### config.mk
export PLATFORM = sky130hd
export DESIGN_NAME = morse2ascii_flat
export DESIGN_NICKNAME = d
export VERILOG_FILES = /design/src/rtl/morse2ascii_if.sv /design/src/rtl/morse2ascii.sv /design/src/flat_wrapper.sv
export SDC_FILE = /design/constraint.sdc
export NUM_CORES = 1
export LEC_CHECK = 0
export CORE_UTILIZATION = 26
export DETAILED_ROUTE_END_ITERATION = 12
export PLACE_DENSITY = 0.47
export SYNTH_ARGS = -nofsm -noshare
export SYNTH_HDL_FRONTEND = slang
export SYNTH_SLANG_ARGS = --single-unit
### constraint.sdc
create_clock -name clk -period 2.6 [get_ports clk]
set_input_delay 0.52 -clock clk [delete_from_list [all_inputs] [get_ports clk]]
set_output_delay 0.52 -clock clk [all_outputs]
set_load 0.05 [all_outputs]
### src/rtl/morse2ascii_if.sv
// rtl/morse2ascii_if.sv - decoded character valid/ready handshake bundle
interface morse2ascii_if;
  logic [7:0] ascii_out;
  logic       ascii_valid;
  logic       ascii_ready;

  modport master (output ascii_out, output ascii_valid, input ascii_ready);
  modport slave  (input ascii_out, input ascii_valid, output ascii_ready);
endinterface

### src/rtl/morse2ascii.sv
// rtl/morse2ascii.sv - Morse on/off keying decoder producing ASCII characters
module morse2ascii #(
  parameter int PRESCALER = 5_000_000
) (
  input  logic                 clk,
  input  logic                 rst,
  input  logic                 morse_in,
  morse2ascii_if.master        out_if,
  output logic                 overflow
);

  localparam int CW = $clog2(8 * PRESCALER + 1);
  localparam logic [CW-1:0] C_LETTER = CW'(2 * PRESCALER);
  localparam logic [CW-1:0] C_WORD   = CW'(5 * PRESCALER);
  localparam logic [CW-1:0] C_SAT    = CW'(8 * PRESCALER);

  typedef enum logic [1:0] {S_IDLE, S_MARK, S_GAP, S_WORD} state_t;

  state_t        r_state;
  logic          r_m_q;
  logic          r_m_prev;
  logic [CW-1:0] r_run_cnt;
  logic [5:0]    r_pattern;
  logic [2:0]    r_elem_cnt;
  logic [7:0]    r_ascii_out;
  logic          r_ascii_valid;
  logic          r_overflow;

  logic          w_edge;
  logic          w_is_dash;
  logic          w_emit;
  logic [7:0]    w_char;

  // Elements are shifted in at the LSB, so the first element of a letter ends
  // up as the most significant of the elem_cnt valid bits.
  function automatic logic [7:0] f_decode(input logic [2:0] cnt, input logic [5:0] pat);
    logic [7:0] ch;
    case ({cnt, pat})
      9'b001_000000: ch = 8'h45; // E .
      9'b001_000001: ch = 8'h54; // T -
      9'b010_000000: ch = 8'h49; // I ..
      9'b010_000001: ch = 8'h41; // A .-
      9'b010_000010: ch = 8'h4E; // N -.
      9'b010_000011: ch = 8'h4D; // M --
      9'b011_000000: ch = 8'h53; // S ...
      9'b011_000001: ch = 8'h55; // U ..-
      9'b011_000010: ch = 8'h52; // R .-.
      9'b011_000011: ch = 8'h57; // W .--
      9'b011_000100: ch = 8'h44; // D -..
      9'b011_000101: ch = 8'h4B; // K -.-
      9'b011_000110: ch = 8'h47; // G --.
      9'b011_000111: ch = 8'h4F; // O ---
      9'b100_000000: ch = 8'h48; // H ....
      9'b100_000001: ch = 8'h56; // V ...-
      9'b100_000010: ch = 8'h46; // F ..-.
      9'b100_000100: ch = 8'h4C; // L .-..
      9'b100_000110: ch = 8'h50; // P .--.
      9'b100_000111: ch = 8'h4A; // J .---
      9'b100_001000: ch = 8'h42; // B -...
      9'b100_001001: ch = 8'h58; // X -..-
      9'b100_001010: ch = 8'h43; // C -.-.
      9'b100_001011: ch = 8'h59; // Y -.--
      9'b100_001100: ch = 8'h5A; // Z --..
      9'b100_001101: ch = 8'h51; // Q --.-
      9'b101_011111: ch = 8'h30; // 0 -----
      9'b101_001111: ch = 8'h31; // 1 .----
      9'b101_000111: ch = 8'h32; // 2 ..---
      9'b101_000011: ch = 8'h33; // 3 ...--
      9'b101_000001: ch = 8'h34; // 4 ....-
      9'b101_000000: ch = 8'h35; // 5 .....
      9'b101_010000: ch = 8'h36; // 6 -....
      9'b101_011000: ch = 8'h37; // 7 --...
      9'b101_011100: ch = 8'h38; // 8 ---..
      9'b101_011110: ch = 8'h39; // 9 ----.
      default:       ch = 8'h3F; // unknown pattern or too many elements
    endcase
    return ch;
  endfunction

  // During the first cycle of a new level run_cnt still holds the length of
  // the level that just ended, which is what mark classification needs.
  assign w_edge    = (r_m_q != r_m_prev);
  assign w_is_dash = (r_run_cnt >= C_LETTER);

  // Register the keying input and count the length of the current level
  always_ff @(posedge clk) begin
    if (rst) begin
      r_m_q     <= 1'b0;
      r_m_prev  <= 1'b0;
      r_run_cnt <= '0;
    end else begin
      r_m_q    <= morse_in;
      r_m_prev <= r_m_q;
      if (w_edge) begin
        r_run_cnt <= CW'(1);
      end else if (r_run_cnt != C_SAT) begin
        r_run_cnt <= r_run_cnt + 1'b1;
      end
    end
  end

  // Detect letter-end and word-gap thresholds and pick the character to present
  always_comb begin
    w_emit = 1'b0;
    w_char = 8'h00;
    case (r_state)
      S_GAP: begin
        if (r_run_cnt == C_LETTER) begin
          w_emit = 1'b1;
          w_char = f_decode(r_elem_cnt, r_pattern);
        end
      end
      S_WORD: begin
        if (r_run_cnt == C_WORD) begin
          w_emit = 1'b1;
          w_char = 8'h20;
        end
      end
      default: ;
    endcase
  end

  // Decoder FSM together with the single-entry output slot and overflow flag
  always_ff @(posedge clk) begin
    if (rst) begin
      r_state       <= S_IDLE;
      r_pattern     <= '0;
      r_elem_cnt    <= '0;
      r_ascii_out   <= 8'h00;
      r_ascii_valid <= 1'b0;
      r_overflow    <= 1'b0;
    end else begin
      if (w_emit) begin
        if (r_ascii_valid && !out_if.ascii_ready) begin
          r_overflow <= 1'b1;
        end else begin
          r_ascii_out   <= w_char;
          r_ascii_valid <= 1'b1;
        end
      end else if (r_ascii_valid && out_if.ascii_ready) begin
        r_ascii_valid <= 1'b0;
      end

      case (r_state)
        S_IDLE: begin
          if (r_m_q) r_state <= S_MARK;
        end
        S_MARK: begin
          if (w_edge && !r_m_q) begin
            r_pattern <= {r_pattern[4:0], w_is_dash};
            if (r_elem_cnt != 3'd7) r_elem_cnt <= r_elem_cnt + 3'd1;
            r_state <= S_GAP;
          end
        end
        S_GAP: begin
          // A gap of exactly the letter threshold can coincide with the next
          // rising edge; the letter is still emitted and the new mark is kept.
          if (w_emit) begin
            r_pattern  <= '0;
            r_elem_cnt <= '0;
            r_state    <= w_edge ? S_MARK : S_WORD;
          end else if (w_edge) begin
            r_state <= S_MARK;
          end
        end
        S_WORD: begin
          if (w_edge) begin
            r_state <= S_MARK;
          end else if (w_emit) begin
            r_state <= S_IDLE;
          end
        end
        default: r_state <= S_IDLE;
      endcase
    end
  end

  assign out_if.ascii_out   = r_ascii_out;
  assign out_if.ascii_valid = r_ascii_valid;
  assign overflow           = r_overflow;

endmodule

### src/flat_wrapper.sv
// flat-port wrapper written by rule: the top's interface ports become plain ports
module morse2ascii_flat 
#(
  parameter int PRESCALER = 5_000_000
)
  (clk, rst, morse_in, overflow, out_if_ascii_out, out_if_ascii_valid, out_if_ascii_ready);
  morse2ascii_if out_if_i ();
  input  logic clk;
  input  logic rst;
  input  logic morse_in;
  output logic overflow;
  output wire logic [$bits(out_if_i.ascii_out)-1:0] out_if_ascii_out;
  output wire logic [$bits(out_if_i.ascii_valid)-1:0] out_if_ascii_valid;
  input wire logic [$bits(out_if_i.ascii_ready)-1:0] out_if_ascii_ready;
  assign out_if_ascii_out = out_if_i.ascii_out;
  assign out_if_ascii_valid = out_if_i.ascii_valid;
  assign out_if_i.ascii_ready = out_if_ascii_ready;
  morse2ascii #(.PRESCALER(PRESCALER)) u_core (.clk(clk), .rst(rst), .morse_in(morse_in), .out_if(out_if_i), .overflow(overflow));
endmodule
-- After elaboration in Yosys (flattened, before gate mapping)
Index checks and enable logic that the tools add are counted.
- register bits: 49
- bits in latches: 0
- bits in writable memories: 0
- memory bits (read-only): 0
- input bits: 4
- output and inout port bits: 10
- logic and storage cells: 108
- memories kept: 0
- add/subtract/negate cells: 2
- multipliers: 0
- divide/modulo/power cells: 0
- order comparisons: 1
- equality and inequality tests: 51
- shift-type cells: 0
- muxes and demuxes: 27
- bitwise logic cells: 1
- reductions and logical operators: 16
- operators by type and width (kind ; count):
    7-bit one-hot mux with 36 select lines ; 1
    9-bit == test (second input constant) ; 22
    9-bit by 8-bit == test with 1-bit output (second input constant) ; 12
    26-bit by 1-bit adder with 26-bit output (second input constant) ; 1
    26-bit by 24-bit == test with 1-bit output (second input constant) ; 1
    26-bit by 25-bit == test with 1-bit output (second input constant) ; 1
    26-bit by 24-bit greater-or-equal comparator with 1-bit output (second input constant) ; 1
    26-bit inequality test (second input constant) ; 1
    9-bit by 7-bit == test with 1-bit output (second input constant) ; 2
    6-bit 2-to-1 mux ; 3
    8-bit one-hot mux with 2 select lines ; 1
    2-bit 2-to-1 mux ; 7
    6-bit one-hot mux with 2 select lines ; 1
    3-bit 2-to-1 mux ; 3
    8-bit 2-to-1 mux ; 1
    2-bit by 1-bit inequality test with 1-bit output (second input constant) ; 4
    2-bit one-hot mux with 4 select lines ; 1
    4-bit AND reduction ; 2
    1-bit 2-to-1 mux ; 7
    3-bit by 1-bit inequality test with 1-bit output (second input constant) ; 2
    3-bit one-hot mux with 2 select lines ; 1
    2-bit AND reduction ; 3
    2-bit nonzero test ; 3
    2-bit == test (second input constant) ; 2
    other kinds (12) ; 15

-- Depth between registers and ports, before layout
Gate-level depths: netlist of run 1.
- word-level depth: 6
- depth in mapped cells: 9
- depth with buffers taken out: 8

-- Worst setup path before layout of run 1
Ideal clock, no wire load.
- kind: register -> register
- start point: register u_core.r_elem_cnt[0]
- end point: register u_core.r_ascii_out[0], in the netlist u_core.out_if.ascii_out[0]
- setup time: 0.117 ns
- data arrival time: 1.933 ns
- required time: 2.483 ns
- setup slack: 0.550 ns
- stages on the path, launching flop included: 10
- path buffers: 1
- period minus slack after synthesis: 2.050 ns
- cell sequence: dfxtp_1 -> inv_1 -> ha_1 -> nand4bb_1 -> buf_2 -> a2111oi_1 -> a31oi_1 -> nand4b_2 -> or3b_1 -> a22o_1
- word-level cells in the longest chain between the ends: 4
- elaborated cells between the ends (all ways): 39
- those cells by class: 36 x eq/ne; 3 x mux
- ends and longest elaborated chain (item ; line ; text):
    from (decl) ; morse2ascii.sv:24 ; logic [2:0] r_elem_cnt;
    from (signal assigned) ; morse2ascii.sv:151 ; if (r_elem_cnt != 3'd7) r_elem_cnt <= r_elem_cnt + 3'd1;
    9-bit == test (tied with other cells) ; morse2ascii.sv:38 ; case ({cnt, pat})
    7-bit one-hot mux with 36 select lines * ; morse2ascii.sv:38 ;
    8-bit 2-to-1 mux * ; morse2ascii.sv:108 ; if (r_run_cnt == C_LETTER) begin
    8-bit one-hot mux with 2 select lines * ; morse2ascii.sv:106 ; case (r_state)
    to (signal assigned) ; morse2ascii.sv:137 ; r_ascii_out <= w_char;
    to (decl) ; morse2ascii.sv:25 ; logic [7:0] r_ascii_out;
Mark *: on every way between the ends. The rest lies on a longest branch, timed or not.
A chain may end at the register's enable or synchronous reset.

-- Final worst setup path of run 1
- start point: register u_core.r_pattern[1]
- end point: register u_core.r_ascii_out[0], in the netlist u_core.out_if.ascii_out[0]
- word-level cells in the longest chain between the ends: 4
- elaborated cells between the ends (all ways): 39
- those cells by class: 36 x eq/ne; 3 x mux
- ends and longest elaborated chain (item ; line ; text):
    from (decl) ; morse2ascii.sv:23 ; logic [5:0] r_pattern;
    from (signal assigned) ; morse2ascii.sv:150 ; r_pattern <= {r_pattern[4:0], w_is_dash};
    9-bit == test (tied with other cells) ; morse2ascii.sv:38 ;
    7-bit one-hot mux with 36 select lines * ; morse2ascii.sv:38 ;
    8-bit 2-to-1 mux * ; morse2ascii.sv:108 ;
    8-bit one-hot mux with 2 select lines * ; morse2ascii.sv:106 ;
Marks and branches as above.

==> run summary, run 1 <==
The flow ran to the end, but the final reports show violations. The final reports fail on design-rule violations. After clock tree synthesis, the repair step resized 0 gates.

The clock slew seen by the registers of the worst setup and hold paths was 0.07 ns. The startpoint identified for the worst hold timing path is u_core.r_m_q. For this design, the sink count on the clock tree is 48.

For this block, the via count after detailed routing is 2,874. Counting the buffers created by CTS gives 5. The initial core utilization was 27.09%; the power density of the placed cells was 481.0 nW/um^2. The post-route total power came out at 1719 uW.

For the worst setup path, the data arrival time is 2.39 ns. The detailed router finished its first iteration with 212 violations. For the worst supply voltage drop on vdd, the log shows 0.2929 mV. The tools report the post-synthesis sequential area ratio as 30.67%. STA classifies the critical path startpoint as a register. The hold-critical path depth was 2. Setup total negative slack on the finished layout was measured at 0 ns.

The run gives 0.38 ns as the register-to-register path setup slack. The type of the worst setup path is register to register. Die height: 111.8 um. Maximum clock insertion buffer count: 2. The tightest min-delay check is of the register to register type. In this run, placement finished with an instance count of 539. The detail route stage leaves a number of antenna-violating nets equal to 0. The maximum operating frequency is 451.2 MHz, and the net switching power is 491.6 uW. The clock network accounts for 37.7% of the total power.

The worst path needs 2.216 ns of the cycle, external delays included. The tools report the number of buffers added to fix hold violations after cts as 0. Number of global-route vias before repair: 2,619. The logs give 22 for the maximum number of pins on one net before global-route repair and 1227 uW for the internal power.

Pin placement for this block handled 14 I/O pins. The layout overhead on the synthesized area was 14.06%. The number of search-and-repair iterations in the first detailed-routing pass is 8, and the worst endpoint required time is 2.78 ns. The logs give 0 for the remaining global-route overflow and 5.672 mm for the sum of net half-perimeters after detailed placement. After detailed routing, the number of remaining DRC violations is 2. The run gives 419 as the final-stage net count. The horizontal die dimension came out at 111.8 um.

Global routing used 12.81% of the available tracks across all layers. Measured in cells, the most critical reg-to-reg path has a length of 7. The most instantiated flip-flop cell in the synthesis netlist is dfxtp_1. At the pin with the least slew margin, the transition time is 0.5683 ns. Of the available clock period, the critical path in the final layout requires 85.24%. When the netlist entered floorplanning its net count stood at 411. The root buffer cell chosen for the clock tree is clkbuf_16.

The tools report the number of antenna repair diodes as 0. Measured against its own limit, the worst slew margin works out to 61.82%. The share of cells above drive strength 1 was 8.168%; the sequential share of power was 45.0%. After synthesis, the cell types taking the most area are dfxtp_1 31%, a21oi_1 4.8%, ha_1 4.8%.

The count of final setup violators came out at 0. Net switching is 28.61% of the power. After synthesis the cells add up to 3133 um^2.

In this run the number of H-tree levels came out at 2. The share of total power dissipated in combinational logic is 17.4%. The count of input and output buffers was 12; the count of endpoints failing hold in the final timing report was 0. The tools report the gate count after technology mapping as 395. Row generation in the floorplan step produced 39 rows. The synthesized design contains 48 register bits. The biggest area contributor in the post-synthesis netlist is dfxtp_1. The largest fanout of any net on the critical path was 16; the count of cell types in the netlist was 68.

The total area inside the core boundary comes to 11,560 um^2. The share of async-settable or async-resettable flops after synthesis works out to 0%. The path with the worst hold slack has its endpoint at u_core.r_m_prev. Dividing the detail-routed via count by the number of cells gives 5.254.

The endpoint identified for the worst register-to-register timing path is u_core.out_if.ascii_out[0]. The run gives 1,187 as the number of fillers in the final layout. The wire length reported by the detailed router came out at 7.546 mm.

The run gives 547 as the final instance count without filler cells. Yosys mapped a number of flops with a built-in enable equal to 0. Setup repair after global routing left no endpoint under its margin. The tool flagged a number of max-cap violations equal to 0.

The die covers 12,490 um^2. The endpoint kind of the worst setup timing path was a register. The number of setup buffers added after CTS is 0. For this design the static power due to leakage is 0.001217 uW.

During synthesis, Yosys emitted a total of 0 warnings. For the worst-skew pair, the clock arrives at the later sink with an insertion delay of 0.29 ns. Of the post-synthesis cell area, the dominant cell type holds 30.67%. The tools report the initial antenna violation count as 0.

The worst clock skew on the final layout came out at 0.009085 ns. The origin of the critical flop-to-flop path is u_core.r_pattern[1]. Routability-driven placement finished with a final weighted congestion of 0.8610.

The mean instance size in the synthesized netlist was 7.932 um^2. The first global-routing pass estimated 13.17 mm of wire. TritonCTS built the clock tree. Dividing the detail-routed wire length by the instance count gives 13.80 um. The tools report the number of max-slew violations in the final report as 0.
==> cell usage in the layout, fill, tap and decap left out, drive strengths merged, types with 13 or more instances in the layout <==
| cell type | instances |
|---|---|
| nand3 | 25 |
| a21oi | 31 |
| nor2 | 28 |
| o21ai | 18 |
| nor3 | 13 |
| inv | 17 |
| buf | 14 |
| dfxtp | 48 |
| nand2 | 25 |
==> critical path, stage by stage, from the launching register on <==
cell and delay, ns:
dfxtp_1 0.46, buf_4 0.26, nand2b_1 0.16, a2111oi_1 0.36
a31oi_1 0.15, nand4b_2 0.17, or3b_1 0.36, a22o_1 0.19
==> cell usage after synthesis (all sizes together) (2+ instances only) <==
cell type and instances:
mux2i 4, a21o 2, a22oi 4, or3b 2, inv 17, buf 12, nor3b 2, or3 7
and4 2, o31ai 4, nor2b 11, a22o 6, clkbuf 13, nand3 25, nand4 12, o2111ai 3
nor3 13, ha 12, nand3b 9, nor4bb 3, a31oi 2, dfxtp 48, nand2b 5, a21oi 31
o22ai 2, o21a 2, nand4b 3, a211oi 3, nor4 10, xor2 12, and3 8, xnor2 5
nor2 28, and2 5, nand2 25, a2111oi 3, nor4b 4, o21ai 18
==> layout make-up <==
cell class	count	area [um^2]	share of cell area, %
well taps	143	178.9	5.007
inverters	18	67.56	1.891
flip-flops and latches	48	960.9	26.89
repair buffers	26	225.2	6.303
clock inverters	3	23.77	0.6653
clock buffers	5	125.1	3.501
multi-input cells	304	1992	55.74
==> layer usage <==
| layer | part of all wire, % | GRT usage [%] | wire length, um | vias to the layer above |
|---|---|---|---|---|
| met5 | 0 | 0 | 0 | - |
| met4 | 0.83 | 3.514 | 63 | 0 |
| met3 | 4.6 | 2.123 | 346 | 4 |
| met2 | 42 | 18.88 | 3187 | 68 |
| met1 | 52 | 18.99 | 3948 | 1331 |
| li1 | - | - | - | 1471 |
==> worst max path at each step <==
stage                                 endpoint  cells after the start                  from  slack, ns
detailed placement  u_core.out_if.ascii_out[0]                      7   u_core.r_pattern[1]       0.40
floorplan           u_core.out_if.ascii_out[0]                      9  u_core.r_elem_cnt[0]       0.55
CTS                 u_core.out_if.ascii_out[0]                      7   u_core.r_pattern[1]       0.39
global route              u_core.r_run_cnt[24]                      6   u_core.r_run_cnt[3]       0.11
finish              u_core.out_if.ascii_out[0]                      7   u_core.r_pattern[1]       0.38
global placement    u_core.out_if.ascii_out[0]                      7   u_core.r_pattern[1]       0.38
==> flip-flops by register name (all words and copies together) (netlist names), 2 cells and up <==
signal / flops
u_core.r_pattern: 6
u_core.r_elem_cnt: 3
u_core.out_if.ascii_out: 7
u_core.r_state: 2
u_core.r_run_cnt: 26
==> stage by stage <==
stage               hold slack, ns  worst slack (ns)  utilization, %  instance area (um^2)
finish                      0.4567            0.3836           30.90                  3573
global route                0.4833            0.1091           30.90                  3573
CTS                         0.4650            0.3876           30.90                  3573
detailed placement          0.4549            0.3960           29.61                  3425
global placement            0.4492            0.3803           29.61                  3425
floorplan                   0.4310            0.5503               -                  3133
==> kinds of logic (layout without fill, tap and decap cells) <==
| logic type | count (synthesis) | in the layout | synth area share [%] |
|---|---|---|---|
| simple gates | 180 | 180 | 33.83 |
| xor+xnor | 17 | 17 | 4.752 |
| other cells | 1 | 1 | 0.1197 |
| flops | 48 | 48 | 30.67 |
| fa+ha+maj | 12 | 12 | 4.792 |
| buf+inv | 43 | 52 | 5.750 |
| mux | 4 | 4 | 1.278 |
| compound gates | 90 | 90 | 18.81 |
==> power groups by stage <==
stage | Combinational (uW) | Sequential, uW | Clock (uW)
after floorplan | 225 | 785 | 0
after global placement | 302 | 789 | 0
after detailed placement | 300 | 789 | 0
after CTS | 302 | 772 | 670
after global routing | 337 | 775 | 704
final | 299 | 773 | 647
Power figures use the tool's default switching activity.
==> inputs of run 2 (changes only) <==
- CORE_ASPECT_RATIO: unset -> 0.6
==> run 2 against run 1 <==
  * The flow now finishes without violations
  * Die area rose by 0.12%
  * Wire length increased by 5.3%
  * Clock power increased by 4.3%
  * Combinational power up 2%
  * Sequential power hardly changed
  * Setup slack worse by 0.082 ns
  * Non-clock buffer count increased by 3
  * Highest routed layer unchanged
  * Critical path depth increased by 1
  * Via count increased by 0.90%
  * Final area is 1.4% higher
  * Cell count is 3.7% higher
  * Utilization rose by 0.53 points
==> run summary, run 2 (synthesis gave the netlist of run 1 again) <==
The worst slew margin relative to its limit came out at 63.07% (was 61.82%). The maximum clock insertion buffer count is 2 (unchanged). The initial core utilization was 27.19% (was 27.09%); the number of buffers added to fix hold violations after cts was 0 (unchanged). The remaining global-route overflow came out at 0 (unchanged). The transition time at the pin with the least slew margin was 0.5489 ns (was 0.5683 ns); the number of DRC violations after detailed routing was 0 (was 2). The number of setup buffers added after CTS is 0 (unchanged), and the number of flip-flops under the largest register name is 26 (unchanged).

The logs give 0 (unchanged) for the number of antenna repair diodes and 2.79 ns (was 2.78 ns) for the worst endpoint required time. The die footprint is 12,510 um^2 (was 12,490 um^2). The largest fanout of any net on the critical path is 6 (was 16). The maximum operating frequency came out at 435.1 MHz (was 451.2 MHz). The origin of the critical flop-to-flop path is u_core.r_elem_cnt[0] (was u_core.r_pattern[1]).

The die height was 87.03 um (was 111.8 um); the worst-skew pair later-pin latency was 0.29 ns (about the same). The final-stage net count is 422 (was 419). The final critical path time including I/O delays and setup works out to 2.298 ns (was 2.216 ns).

The share of cells above drive strength 1 is 8.845% (was 8.168%), and the data arrival time at the worst-slack endpoint is 2.48 ns (was 2.39 ns). The number of max-cap violations was 0 (unchanged). The placeable core region is 11,520 um^2 (was 11,560 um^2), and the combined global-route utilization of all metal layers is 13.59% (was 12.81%). The TritonCTS buffer count came out at 5 (unchanged). The detailed-route wire length on metal 1 was 4.607 mm (was 3.948 mm); the count of input and output buffers was 12 (unchanged). The tools report the clock network power share as 38.5% (was 37.7%). The cell at the root of the clock tree is clkbuf_16 (unchanged).

The number of levels the H-tree was split into is 2 (unchanged). The tools report the number of search-and-repair iterations in the first detailed-routing pass as 4 (was 8). The flow ran to the end, and the final reports show no timing, DRC or antenna violations. The global-route wire length before repair came out at 13.31 mm (was 13.17 mm). The endpoint kind of the worst setup timing path was a register (unchanged). The number of fillers in the final layout came out at 1,214 (was 1,187). The run gives 2.828 mm (was 3.187 mm) as the detailed route wirelength on metal2.

The total number of placement rows is 30 (was 39). Type of the worst setup path: register to register (unchanged). The source of the critical timing path was u_core.r_elem_cnt[0] (was u_core.r_pattern[1]). The number of global-route vias before repair came out at 2,550 (was 2,619). The source of the worst hold timing path is u_core.out_if.ascii_out[6] (was u_core.r_m_q). Setup repair after global routing left no endpoint under its margin.

The number of routed nets with antenna violations came out at 0 (unchanged). The weighted congestion reported at the end of routability-driven placement was 0.9288 (was 0.8610). The run gives 1252 uW (was 1227 uW) as the internal power. The switching share of total power was 28.56% (was 28.61%); the detailed-routed wire length on met3 was 450 um (was 346 um). Horizontal die dimension: 143.7 um (was 111.8 um).

The sum of negative setup slack is 0 ns (unchanged), and the number of design-rule violations left by the first detailed-router iteration is 328 (was 212). The maximum number of pins on one net before global-route repair is 23 (was 22). The logs give 1992 um^2 (unchanged) for the area of the multi-input gates and 17.4% (about the same) for the part of the total power dissipated in combinational logic. The post-route total power came out at 1753 uW (was 1719 uW). The layout overhead on the synthesized area is 15.61% (was 14.06%). The mean routed wirelength per cell works out to 14.02 um (was 13.80 um). The highest routed metal layer was met4 (unchanged). The post-route fraction of the period consumed by the critical path was 88.40% (was 85.24%); the power density of the placed cells was 483.8 nW/um^2 (was 481.0 nW/um^2). The logs give 0 (unchanged) for the post-CTS resize count and 960.9 um^2 (unchanged) for the sequential cell area.

The number of max-slew violations in the final report came out at 0 (unchanged). The tools report the type of element launching the critical path as a register (unchanged). The tools report the worst clock skew on the final layout as 0.003103 ns (was 0.009085 ns). The logs give 0.2070 mV (was 0.2929 mV) for the worst supply voltage drop on vdd and 0 (unchanged) for the count of final setup violators.

Commonest cells after routing, fill and taps aside: 48 x dfxtp_1, 30 x a21oi_1, 27 x nor2_1 (unchanged). The via count normalized by instance count works out to 5.115 (was 5.254). The tools report the via count as 2,900 (was 2,874). The run gives 0.001235 uW (was 0.001217 uW) as the leakage power total.

The logs give 500.5 uW (was 491.6 uW) for the net switching power and 0 (unchanged) for the initial antenna violation count. The worst min-delay path class was register to register (unchanged). The logs give 14 (unchanged) for the number of I/O pins and 0 (unchanged) for the count of endpoints failing hold in the final timing report. Sum of net half-perimeters after detailed placement: 6.034 mm (was 5.672 mm). The tools report the count of clock tree sinks as 48 (unchanged).

The most common cell after layout, fill and taps aside was dfxtp_1 (unchanged). TritonCTS built the clock tree. Most flop-heavy register: u_core.r_run_cnt (unchanged). Clock slew seen by the registers of the worst setup and hold paths: 0.07 ns (about the same).

The logs give 7.947 mm (was 7.546 mm) for the wire length reported by the detailed router and 44.1% (was 45.0%) for the sequential share of power.
run 2: cell types whose count changed in the layout (fill, tap and decap cells not counted):
cell	change
clkinv_4	-1
clkbuf_8	+1
buf_4	+3
run 2: path summary, 6_finish.rpt:
path                                endpoint  slack, ns  cells past startpoint
setup / recovery  u_core.out_if.ascii_out[0]       0.30                      8
hold / removal    u_core.out_if.ascii_out[6]       0.46                      2
setup reg to reg  u_core.out_if.ascii_out[0]       0.30                      8
hold reg to reg   u_core.out_if.ascii_out[6]       0.46                      2
run 2: power by group through the flow:
stage | sequential (uW) | clock [uW] | combinational, uW
6_report | 773 | 675 | 305
5_1_grt | 776 | 734 | 338
4_1_cts | 772 | 697 | 304
3_5_place_dp | 789 | 0 | 302
3_3_place_gp | 789 | 0 | 302
2_1_floorplan | 785 | 0 | 225
run 2: worst max-delay path, cell delays in order, from the launching register on:
cell       delay, ns
dfxtp_1         0.34
inv_1           0.12
ha_1            0.28
nand4bb_1       0.22
a2111oi_1       0.37
a31oi_1         0.15
nand4b_2        0.17
or3b_1          0.36
a22o_1          0.19
run 2: per-layer routing:
layer  GRT usage (%)  vias up
li1                -     1473
met1           22.13     1364
met2           16.77       58
met3           3.408        5
met4           2.901        0
met5               0        -
run 2: layout make-up:
cell class	count	share of cell area, %
well taps	160	5.527
clock buffers	6	3.834
clock inverters	2	0.4145
repair buffers	29	6.839
flip-flops and latches	48	26.53
inverters	18	1.865
multi-input cells	304	54.99
run 2: per-stage QoR:
step | hold WS, ns | setup WS [ns] | instances | utilization, % | area [um^2]
CTS | 0.4614 | 0.3352 | 567 | 31.43 | 3622
global placement | 0.4573 | 0.4148 | 559 | 30.10 | 3468
floorplan | 0.4310 | 0.5503 | 395 | - | 3133
global route | 0.4972 | 0.09721 | 567 | 31.43 | 3622
finish | 0.4563 | 0.3016 | 567 | 31.43 | 3622
detailed placement | 0.4522 | 0.3444 | 559 | 30.10 | 3468
==> inputs of run 3 (changes only) <==
- DONT_BUFFER_PORTS: unset -> 1
- PLACE_DENSITY: 0.47 -> 0.45
==> run 3 against run 2 <==
  * Setup slack better by 0.017 ns
  * Clock skew up 0.0038 ns
  * Largest power group unchanged
  * Flip-flop and latch count unchanged
  * Cell count down 2.5%
  * First-iteration DRC count down 25%
==> run summary, run 3 (synthesis gave the netlist of run 1 again) <==
For the cell area after layout, the log shows 3477 um^2 (was 3622 um^2). Crit path cell chain: inv_1 -> ha_1 -> nand4bb_1 -> a2111oi_1 -> a31oi_1 -> nand4b_2 -> or3b_1 -> a22o_1 (unchanged). TritonCTS built the clock tree.

The power density of the placed cells came out at 493.9 nW/um^2 (was 483.8 nW/um^2). For the number of antenna repair diodes, the log shows 0 (unchanged). The count of endpoints failing hold in the final timing report is 0 (unchanged).

The number of max-cap violations came out at 0 (unchanged). The maximum clock insertion buffer count came out at 2 (unchanged). The run finished with clean final reports. The number of DRC violations after detailed routing was 0 (unchanged); the number of setup buffers added after CTS was 0 (unchanged). The mean routed wirelength per cell was 15.01 um (was 14.02 um). Setup slack after layout: 0.3186 ns (was 0.3016 ns). The most common cell after layout, fill and taps aside is dfxtp_1 (unchanged). Number of levels the H-tree was split into: 2 (unchanged). The type of the worst setup path is register to register (unchanged). Buffer and inverter count on the worst path: 1 (unchanged). The endpoint kind of the worst setup timing path was a register (unchanged). The final instance count without filler cells was 553 (was 567). Setup repair after global routing left no endpoint under its margin. The most flop-heavy register was u_core.r_run_cnt (unchanged). The final-stage net count was 408 (was 422); the worst slew margin relative to its limit was 60.16% (was 63.07%). The layout overhead on the synthesized area came out at 10.98% (was 15.61%). The maximum number of pins on one net before global-route repair is 20 (was 23). Count of clock tree sinks: 48 (unchanged). The worst-case setup slack after placement is 0.3498 ns (was 0.3444 ns). The logs give 0 (unchanged) for the number of max-slew violations in the final report and 0.001188 uW (was 0.001235 uW) for the leakage power total. Commonest cells after routing, fill and taps aside: 48 x dfxtp_1, 30 x a21oi_1, 27 x nor2_1 (unchanged). The worst clock skew on the final layout was 0.006895 ns (was 0.003103 ns); the TritonCTS buffer count was 5 (unchanged). The post-CTS resize count is 0 (unchanged), and the placeable core region is 11,520 um^2 (unchanged). The type of element launching the critical path is a register (unchanged). The final critical path time including I/O delays and setup came out at 2.281 ns (was 2.298 ns). Sum of negative setup slack: 0 ns (unchanged). The largest fanout of any net on the critical path works out to 6 (unchanged). The end of the worst register-to-register path was u_core.out_if.ascii_out[0] (unchanged). For the wire length reported by the detailed router, the log shows 8.299 mm (was 7.947 mm). The share of cells above drive strength 1 is 8.651% (was 8.845%), and the register-to-register path setup slack is 0.32 ns (was 0.30 ns). The count of input and output buffers is 0 (was 12), and the number of global-route vias before repair is 2,462 (was 2,550). The maximum operating frequency was 438.3 MHz (was 435.1 MHz).

The weighted congestion reported at the end of routability-driven placement is 0.8988 (was 0.9288), and the remaining global-route overflow is 0 (unchanged). The origin of the critical flop-to-flop path is u_core.r_elem_cnt[0] (unchanged). The data arrival time at the worst-slack endpoint was 2.47 ns (was 2.48 ns); the maximum cell stage delay along the critical path was 0.35 ns (was 0.37 ns). The via count normalized by instance count was 5.132 (was 5.115). The combined global-route utilization of all metal layers is 13.87% (was 13.59%). For the initial antenna violation count, the log shows 0 (unchanged).

The global-route wire length before repair came out at 13.30 mm (was 13.31 mm). The die height is 87.03 um (unchanged), and the die footprint is 12,510 um^2 (unchanged). Cell at the root of the clock tree: clkbuf_16 (unchanged).

The tools report the worst hold endpoint as u_core.out_if.ascii_valid (was u_core.out_if.ascii_out[6]). The tools report the source of the worst hold timing path as rst (was u_core.out_if.ascii_out[6]). The number of flip-flops under the largest register name is 26 (unchanged). The number of cells traversed by the worst register-to-register path was 8 (unchanged); the post-route total power was 1717 uW (was 1753 uW).

Number of fillers in the final layout: 1,241 (was 1,214). The hold-critical path depth was 1 (was 2). For the number of design-rule violations left by the first detailed-router iteration, the log shows 246 (was 328). The tools report the number of buffers added to fix hold violations after cts as 0 (unchanged). The number of search-and-repair iterations in the first detailed-routing pass was 4 (unchanged); the count of final setup violators was 0 (unchanged). The run gives 30 (unchanged) as the total number of placement rows. The tools report the worst supply voltage drop on vdd as 0.1987 mV (was 0.2070 mV). The post-route fraction of the period consumed by the critical path is 87.75% (was 88.40%). The worst min-delay path class was primary input to register (was register to register). The clock slew seen by the registers of the worst setup and hold paths is 0.07 ns (about the same), and the number of placed instances, taps included is 545 (was 559). The run gives 2,838 (was 2,900) as the via count. The initial core utilization was 27.19% (unchanged). The number of I/O pins was 14 (unchanged).

The worst-path cell with the longest stage delay is a2111oi_1 (unchanged). For the sum of net half-perimeters after detailed placement, the log shows 6.217 mm (was 6.034 mm). The horizontal die dimension is 143.7 um (unchanged), and the transition time at the pin with the least slew margin is 0.5968 ns (was 0.5489 ns). The worst-skew pair later-pin latency is 0.29 ns (about the same). For the worst endpoint required time, the log shows 2.78 ns (was 2.79 ns). The placed cell area was 3333 um^2 (was 3468 um^2). The tools report the number of routed nets with antenna violations as 0 (unchanged). The family with the most delay on the worst path was simple AND/OR/NAND/NOR gates (unchanged).
## run 3: changes by cell type in the layout (fill, tap and decap cells not counted), sizes merged
| cell | change |
|---|---|
| buf | -2 |
| clkbuf | -1 |
| clkdlybuf4s50 | -12 |
| clkinv | +3 |
| clkinvlp | -2 |
## run 3: metrics by stage
| step | utilization, % | hold WS (ns) |
|---|---|---|
| final | 30.17 | 0.2872 |
| after global routing | 30.17 | 0.2686 |
| after CTS | 30.17 | 0.2759 |
| after detailed placement | 28.93 | 0.4631 |
| after global placement | 28.93 | 0.4450 |
| after floorplan | - | 0.4310 |
## run 3: how the worst max path moves through the flow
stage	slack, ns	from	cells past startpoint	endpoint
6_report	0.32	u_core.r_elem_cnt[0]	8	u_core.out_if.ascii_out[0]
5_1_grt	0.15	u_core.r_elem_cnt[0]	8	u_core.out_if.ascii_out[0]
2_1_floorplan	0.55	u_core.r_elem_cnt[0]	9	u_core.out_if.ascii_out[0]
3_3_place_gp	0.44	u_core.r_elem_cnt[0]	8	u_core.out_if.ascii_out[0]
3_5_place_dp	0.35	u_core.r_elem_cnt[0]	8	u_core.out_if.ascii_out[0]
4_1_cts	0.33	u_core.r_elem_cnt[0]	8	u_core.out_if.ascii_out[0]
## run 3: worst reg2reg max path: stages (launching register included)
cell and delay, ns:
dfxtp_1 0.34, inv_1 0.12, ha_1 0.31, nand4bb_1 0.21
a2111oi_1 0.35, a31oi_1 0.15, nand4b_2 0.16, or3b_1 0.35
a22o_1 0.19
## run 3: final cells by class
type / instances / area [um^2] / area share (%)
clock buffer: 5 / 125.1 / 3.598
clock inverter: 3 / 18.77 / 0.5398
inverter: 18 / 67.56 / 1.943
multi-input combinational: 304 / 1992 / 57.29
sequential: 48 / 960.9 / 27.64
tap: 160 / 200.2 / 5.757
timing repair buffer: 15 / 112.6 / 3.239
## run 3: per-layer routing
layer	routed length, um	up-vias	GRT usage (%)
met5	0	-	0
met2	2859	84	16.50
met1	4824	1312	22.92
met4	54	0	3.191
li1	-	1438	-
met3	561	4	3.573
## run 3: where the power goes
part | internal, uW | switching, uW | total, uW
clock network | 355 | 286 | 640
logic | 113 | 190 | 303
registers | 753 | 20.9 | 774
total | 1220 | 496 | 1720
